--- src/rtl/regfile_wb_arbiter.sv ---
// regfile_wb_arbiter: round-robin share of the register-file write port between ALU (req0) and load (req1) writeback, plus a busy scoreboard
// Ports: req0_*/req1_* valid/ready writeback requests; wb_hold blocks grants; busy_set/busy_set_addr mark a register pending;
//        rf_write_enable/rf_write_reg/rf_data_in registered reg-file write port; busy_vec pending bits; wr_count saturating write count.
module regfile_wb_arbiter #(
  parameter int DATA_WIDTH = 32,
  parameter int ADDR_WIDTH = 5,
  parameter int NUM_REGS = 32,
  parameter int CNT_WIDTH = 16
) (
  input  logic                  clk,
  input  logic                  rst_n,
  input  logic                  req0_valid,
  input  logic [ADDR_WIDTH-1:0] req0_addr,
  input  logic [DATA_WIDTH-1:0] req0_data,
  output logic                  req0_ready,
  input  logic                  req1_valid,
  input  logic [ADDR_WIDTH-1:0] req1_addr,
  input  logic [DATA_WIDTH-1:0] req1_data,
  output logic                  req1_ready,
  input  logic                  wb_hold,
  input  logic                  busy_set,
  input  logic [ADDR_WIDTH-1:0] busy_set_addr,
  output logic                  rf_write_enable,
  output logic [ADDR_WIDTH-1:0] rf_write_reg,
  output logic [DATA_WIDTH-1:0] rf_data_in,
  output logic [NUM_REGS-1:0]   busy_vec,
  output logic [CNT_WIDTH-1:0]  wr_count
);
  logic                  last_grant;
  logic                  xfer;
  logic                  real_wr;
  logic [ADDR_WIDTH-1:0] sel_addr;
  logic [DATA_WIDTH-1:0] sel_data;
  logic [NUM_REGS-1:0]   busy_nxt;
  // last_grant=1 means req1 was served last, so req0 wins the next contention
  assign req0_ready = rst_n && !wb_hold && req0_valid && (!req1_valid || last_grant);
  assign req1_ready = rst_n && !wb_hold && req1_valid && (!req0_valid || !last_grant);
  assign xfer = req0_ready || req1_ready;
  assign sel_addr = req1_ready ? req1_addr : req0_addr;
  assign sel_data = req1_ready ? req1_data : req0_data;
  assign real_wr = xfer && sel_addr != '0;
  // clear for the write retiring this cycle first, so a same-cycle set on that register wins
  always_comb begin
    busy_nxt = busy_vec;
    if (rf_write_enable) busy_nxt[rf_write_reg] = 1'b0;
    if (busy_set) busy_nxt[busy_set_addr] = 1'b1;
    busy_nxt[0] = 1'b0;
  end
  always_ff @(posedge clk or negedge rst_n) begin
    if (!rst_n) begin
      last_grant <= 1'b1;
      rf_write_enable <= 1'b0;
      rf_write_reg <= '0;
      rf_data_in <= '0;
      busy_vec <= '0;
      wr_count <= '0;
    end else begin
      if (xfer) last_grant <= req1_ready;
      rf_write_enable <= real_wr;
      if (real_wr) begin
        rf_write_reg <= sel_addr;
        rf_data_in <= sel_data;
      end
      busy_vec <= busy_nxt;
      if (rf_write_enable && !(&wr_count)) wr_count <= wr_count + CNT_WIDTH'(1);
    end
  end
endmodule

--- config.mk ---
export PLATFORM = sky130hd
export DESIGN_NAME = regfile_wb_arbiter
export DESIGN_NICKNAME = d
export VERILOG_FILES = /design/src/rtl/regfile_wb_arbiter.sv
export SDC_FILE = /design/constraint.sdc
export NUM_CORES = 1
export LEC_CHECK = 0
export BUFFER_PORTS_ARGS = -buffer_cell sky130_fd_sc_hd__buf_2
export CAP_MARGIN = 20
export CORE_UTILIZATION = 45
export CTS_BUF_LIST = sky130_fd_sc_hd__clkbuf_8
export DETAILED_ROUTE_END_ITERATION = 16
export PLACE_DENSITY = 0.82
export SYNTH_ARGS = -nofsm -noshare
export SYNTH_HDL_FRONTEND = slang
export SYNTH_SLANG_ARGS = --single-unit
--- constraint.sdc ---
create_clock -name clk -period 2 [get_ports clk]
set_clock_uncertainty 0.15 [all_clocks]
set_input_delay 0.2 -clock clk [delete_from_list [all_inputs] [get_ports clk]]
set_output_delay 0.2 -clock clk [all_outputs]
set_load 0.02 [all_outputs]
-- Yosys cells after proc, flatten, opt, wreduce, memory -nomap -nowiden
Cells that the tools add are included.
- output and inout bits: 88
- bits of input ports: 85
- flip-flop bits (word level): 86
- $add $sub $neg: 1
- magnitude comparators: 4
- multiplexer cells: 8
- bitwise operators: 3
- reductions and logical operators: 19
- operators by type and width (kind ; number):
    32-bit 2-to-1 mux ; 3
    32-bit AND ; 1
    32-bit NOT ; 1
    32-bit OR ; 1
    16-bit by 1-bit adder with 16-bit output (second input constant) ; 1
    16-bit AND reduction ; 1
    5-bit by 6-bit < comparator with 1-bit output (second input constant) ; 2
    1-bit demux with 5-bit select ; 2
    5-bit by 1-bit >= comparator with 1-bit output (second input constant) ; 2
    1-bit logical AND ; 9
    1-bit logical NOT ; 5
    5-bit 2-to-1 mux ; 1
    5-bit nonzero test ; 1
    1-bit logical OR ; 3
    1-bit 2-to-1 mux ; 2

-- Logic depth before layout (Yosys ltp)
- depth after elaboration: 9
- mapped depth: 6
- gate-level depth less buffers: 5

-- Least setup slack after synthesis
OpenSTA, ideal clock, no wires.
- kind: register to register
- start: reg wr_count[0]
- end: reg wr_count[1]
- data arrival time: 1688 ps
- clock period less this slack: 1963 ps
- setup slack: 37 ps
- required time: 1725 ps
- library setup time: 125 ps
- stages on the path, launching flop included: 6
- buffers on the path: 0
- cell sequence: dfrtp_1 > ha_1 > and3_1 > nand4_2 > o21ai_1 > mux2_2
- word-level cells in the longest chain between the ends: 3
- elaborated cells between the ends (all ways): 4
- those cells by class: add/sub (1); reduce/logical (3)
- ends and longest elaborated chain (item ; RTL line ; RTL):
    start: declaration ; 27 ; output logic [CNT_WIDTH-1:0] wr_count
    start signal: assignment ; 65 ; if (rf_write_enable && !(&wr_count)) wr_count <= wr_count + CNT_WIDTH'(1);
    branches (longest 3 deep; another with 16-bit by 1-bit adder with 16-bit output) ; - ;
Several ways; the timed one is not identified.
A chain may end at the register's enable or synchronous reset.

-- Final worst setup path
- start: reg last_grant
- end: out req0_ready
- word-level cells in the longest chain between the ends: 2
- ends and longest elaborated chain (item ; RTL line ; RTL):
    start: declaration ; 29 ; logic last_grant;
    start signal: assignment ; 58 ; if (xfer) last_grant <= req1_ready;
    1-bit logical OR ; 36 ; assign req0_ready = rst_n && !wb_hold && req0_valid && (!req1_valid || last_grant);
    1-bit logical AND ; 36 ;
    end: declaration ; 15 ; output logic req0_ready,
No other way between the ends.

==> results.json <==
{
  "crit_buf_inv": 2,
  "required_ps": 1650,
  "setup_viol": 0,
  "whs_path_depth": 3,
  "drv_slew": 0,
  "largest_register": "rf_data_in",
  "die_area_mm2": 0.009290,
  "num_rows": 34,
  "seq_area_mm2": 0.002153,
  "vias_per_cell": 5.729,
  "status": "complete, no violations",
  "cp.arrival_ps": 1560,
  "drv_cap": 0,
  "syn_to_final_growth_pct": 34.18,
  "worst_path_max_delay_cell": "dfstp_2",
  "ir_drop_mv": 0.4231,
  "antennaDiodeCount": 0,
  "clk_pin_slew_worst_paths_ps": 80,
  "layout.nets": 610,
  "crit_chain": "nand2b_1, nand3_4, inv_1, buf_2",
  "synthFlopType": "dfrtp_1",
  "netlist_instances": 338,
  "final_cell_area_mm2": 0.005379,
  "synth_edf_count": 0,
  "rr_worst_depth": 6,
  "reg.largest.list": "rf_data_in (32), busy_vec (31), wr_count (16)",
  "dp_slack_ps": -23.30,
  "drtPass1Iterations": 4,
  "power_leakage_nw": 2.357,
  "max_freq_mhz": 524.8,
  "r2r-start": "last_grant",
  "slowest_delay_ps": 550,
  "yosys.area.top_type": "dfrtp_1",
  "cts_buffers": 9,
  "synth_area_mm2": 0.004009,
  "dieWidth_um": 96.39,
  "coreArea_mm2": 0.008678,
  "reg2reg_to": "rf_data_in[2]",
  "min_to": "rf_data_in[8]",
  "grt.overflow.total": 0,
  "grt_max_degree": 51,
  "cts_buffer_depth": 2,
  "synthArstFlopShare": 1.000,
  "port_buffers": 171,
  "endpoint_kind": "output pin",
  "die_h_um": 96.39,
  "antenna_found_initial": 0,
  "multi_input_area_mm2": 0.001748,
  "cts_root_buf": "clkbuf_8",
  "dp_hpwl_um": 8370,
  "tritoncts_num_sinks": 86,
  "ys_seq_area_frac": 0.5371,
  "slew_headroom": 0.5873,
  "dpl-instance-area_mm2": 0.005039,
  "hold_slack_ps": 14.43,
  "yosysWarnings": 0,
  "synth.area.top_cells": "dfrtp_1, a2bb2oi_2, o21ai_0",
  "insertion_delay_ps": 350,
  "rsz0062_at_grt": "no",
  "synth_area_per_cell_um2": 11.86,
  "nFillCells": 727,
  "wl_um": 11210,
  "finalWeightedCongestion": 0.9010,
  "crit_type": "register to output pin",
  "crit_fanout": 5,
  "yosysTopAreaCellShare": 0.5306,
  "cp-start-kind": "register",
  "cts_tree": "done",
  "ant_nets": 0,
  "htreeDepth": 3,
  "first_iter_violations": 100,
  "drive_above_1_share": 0.4649,
  "worst_slack_ps": 94.33,
  "ios": 173,
  "num_vias": 3638,
  "largest_reg_flops": 32,
  "p_per_area_mw_per_mm2": 1088,
  "grt_pass1_wl_um": 17460,
  "hold_viol": 0,
  "start_util": 0.4619,
  "grt_pass1_vias": 3596,
  "critPathTopFamily": "flip-flops",
  "track_usage": 0.2506,
  "tightest_slew_ps": 619.1,
  "fin_crit_sh": 0.9528,
  "period_needed_ps": 1906,
  "min-delay-path-class": "primary input to register",
  "wl_per_cell_um": 17.66,
  "syn-num-nets": 424,
  "ys_ff_latch": 86,
  "rrSetupSlack_ps": 120,
  "min_from": "req0_data[8]",
  "drc": 0,
  "ys_types": 48
}
[what timing repair did]
item | 4_1_cts | 5_1_grt
resized for setup | 1 | 2
endpoints found under the setup margin | 1 | 7
buffers inserted | 0 | 2
endpoints found under the hold margin | 40 | 1
pin swaps | 0 | 1
cloned | 0 | 0
hold buffers | 6 | 1
[cell type report]
| class | count | share of cell area |
|---|---|---|
| inverter | 4 | 0.002791 |
| multi-input combinational | 230 | 0.3250 |
| sequential | 86 | 0.4003 |
| clock buffer | 9 | 0.02303 |
| clock inverter | 5 | 0.01861 |
| timing repair buffer | 193 | 0.2052 |
| tap | 108 | 0.02512 |
[Yosys cell counts (all sizes together) (2+ instances only)]
master,n
inv,4
dfrtp,85
buf,9
and3,4
nand2,9
and4,3
nand3b,10
a2bb2oi,35
clkbuf,9
or3b,3
or3,3
nor2,7
xnor2,9
a21oi,5
xor2,5
nand4,4
o22ai,35
a211oi,3
o211ai,3
or4,2
o21ai,66
nand3,10
[metal layers]
metal	track usage	vias up	wire [um]
met5	0	-	0
met4	0.1238	0	362
met3	0.05790	28	837
li1	-	1674	-
met1	0.3281	1742	4559
met2	0.3924	194	5454
[logic make-up (layout without fill, tap and decap cells)]
kind of cell,count (synthesis),count (layout),share of synthesized area
compound gates,152,152,0.2984
xor+xnor,14,14,0.03059
fa+ha+maj,1,1,0.003121
buf+inv,22,211,0.03339
flops,86,86,0.5371
mux,1,1,0.002809
other cells,1,1,0.0009354
simple gates,61,61,0.09364
[tightest hold or removal path, cell delays in order]
cell and delay (ps):
buf_2 80, o22ai_1 70, a2bb2oi_2 130
[how the worst max path moves through the flow]
stage / start / end / slack, ps / depth (start not counted)
floorplan: wr_count[0] / wr_count[1] / 40 / 5
global placement: req0_addr[2] / rf_write_reg[3] / 30 / 6
detailed placement: req0_addr[2] / rf_data_in[20] / -20 / 6
CTS: last_grant / req0_ready / 60 / 4
global route: last_grant / req0_ready / 10 / 4
finish: last_grant / req0_ready / 90 / 4
[layout by cell type, fill, tap and decap left out, drive strengths merged, types with 5 or more instances in the layout]
master	netlist	routed
dfrtp	85	85
xor2	5	5
nand2	9	9
dlygate4sd3	0	7
buf	9	186
xnor2	9	9
clkbuf	9	9
o22ai	35	35
a21oi	5	5
o21ai	66	66
nand3b	10	10
nor2	7	7
nand3	10	10
a2bb2oi	35	35
[per-stage QoR]
stage                     instances  TNS [ps]  total power, mW    util
final                           635         0            5.853  0.6198
after CTS                       632         0            5.876  0.6139
after detailed placement        612    -209.1            4.460  0.5806
after global placement          612         0            4.380  0.5806
after global routing            635         0            6.199  0.6198
after floorplan                 338         0            3.656       -
[report_power, final]
part,total [mW],switching [mW],internal [mW]
clock,1.42,0.604,0.813
combinational,1.93,1.15,0.773
sequential,2.51,0.331,2.18
total,5.85,2.09,3.77
No activity file was read; power rests on OpenSTA's default activity.
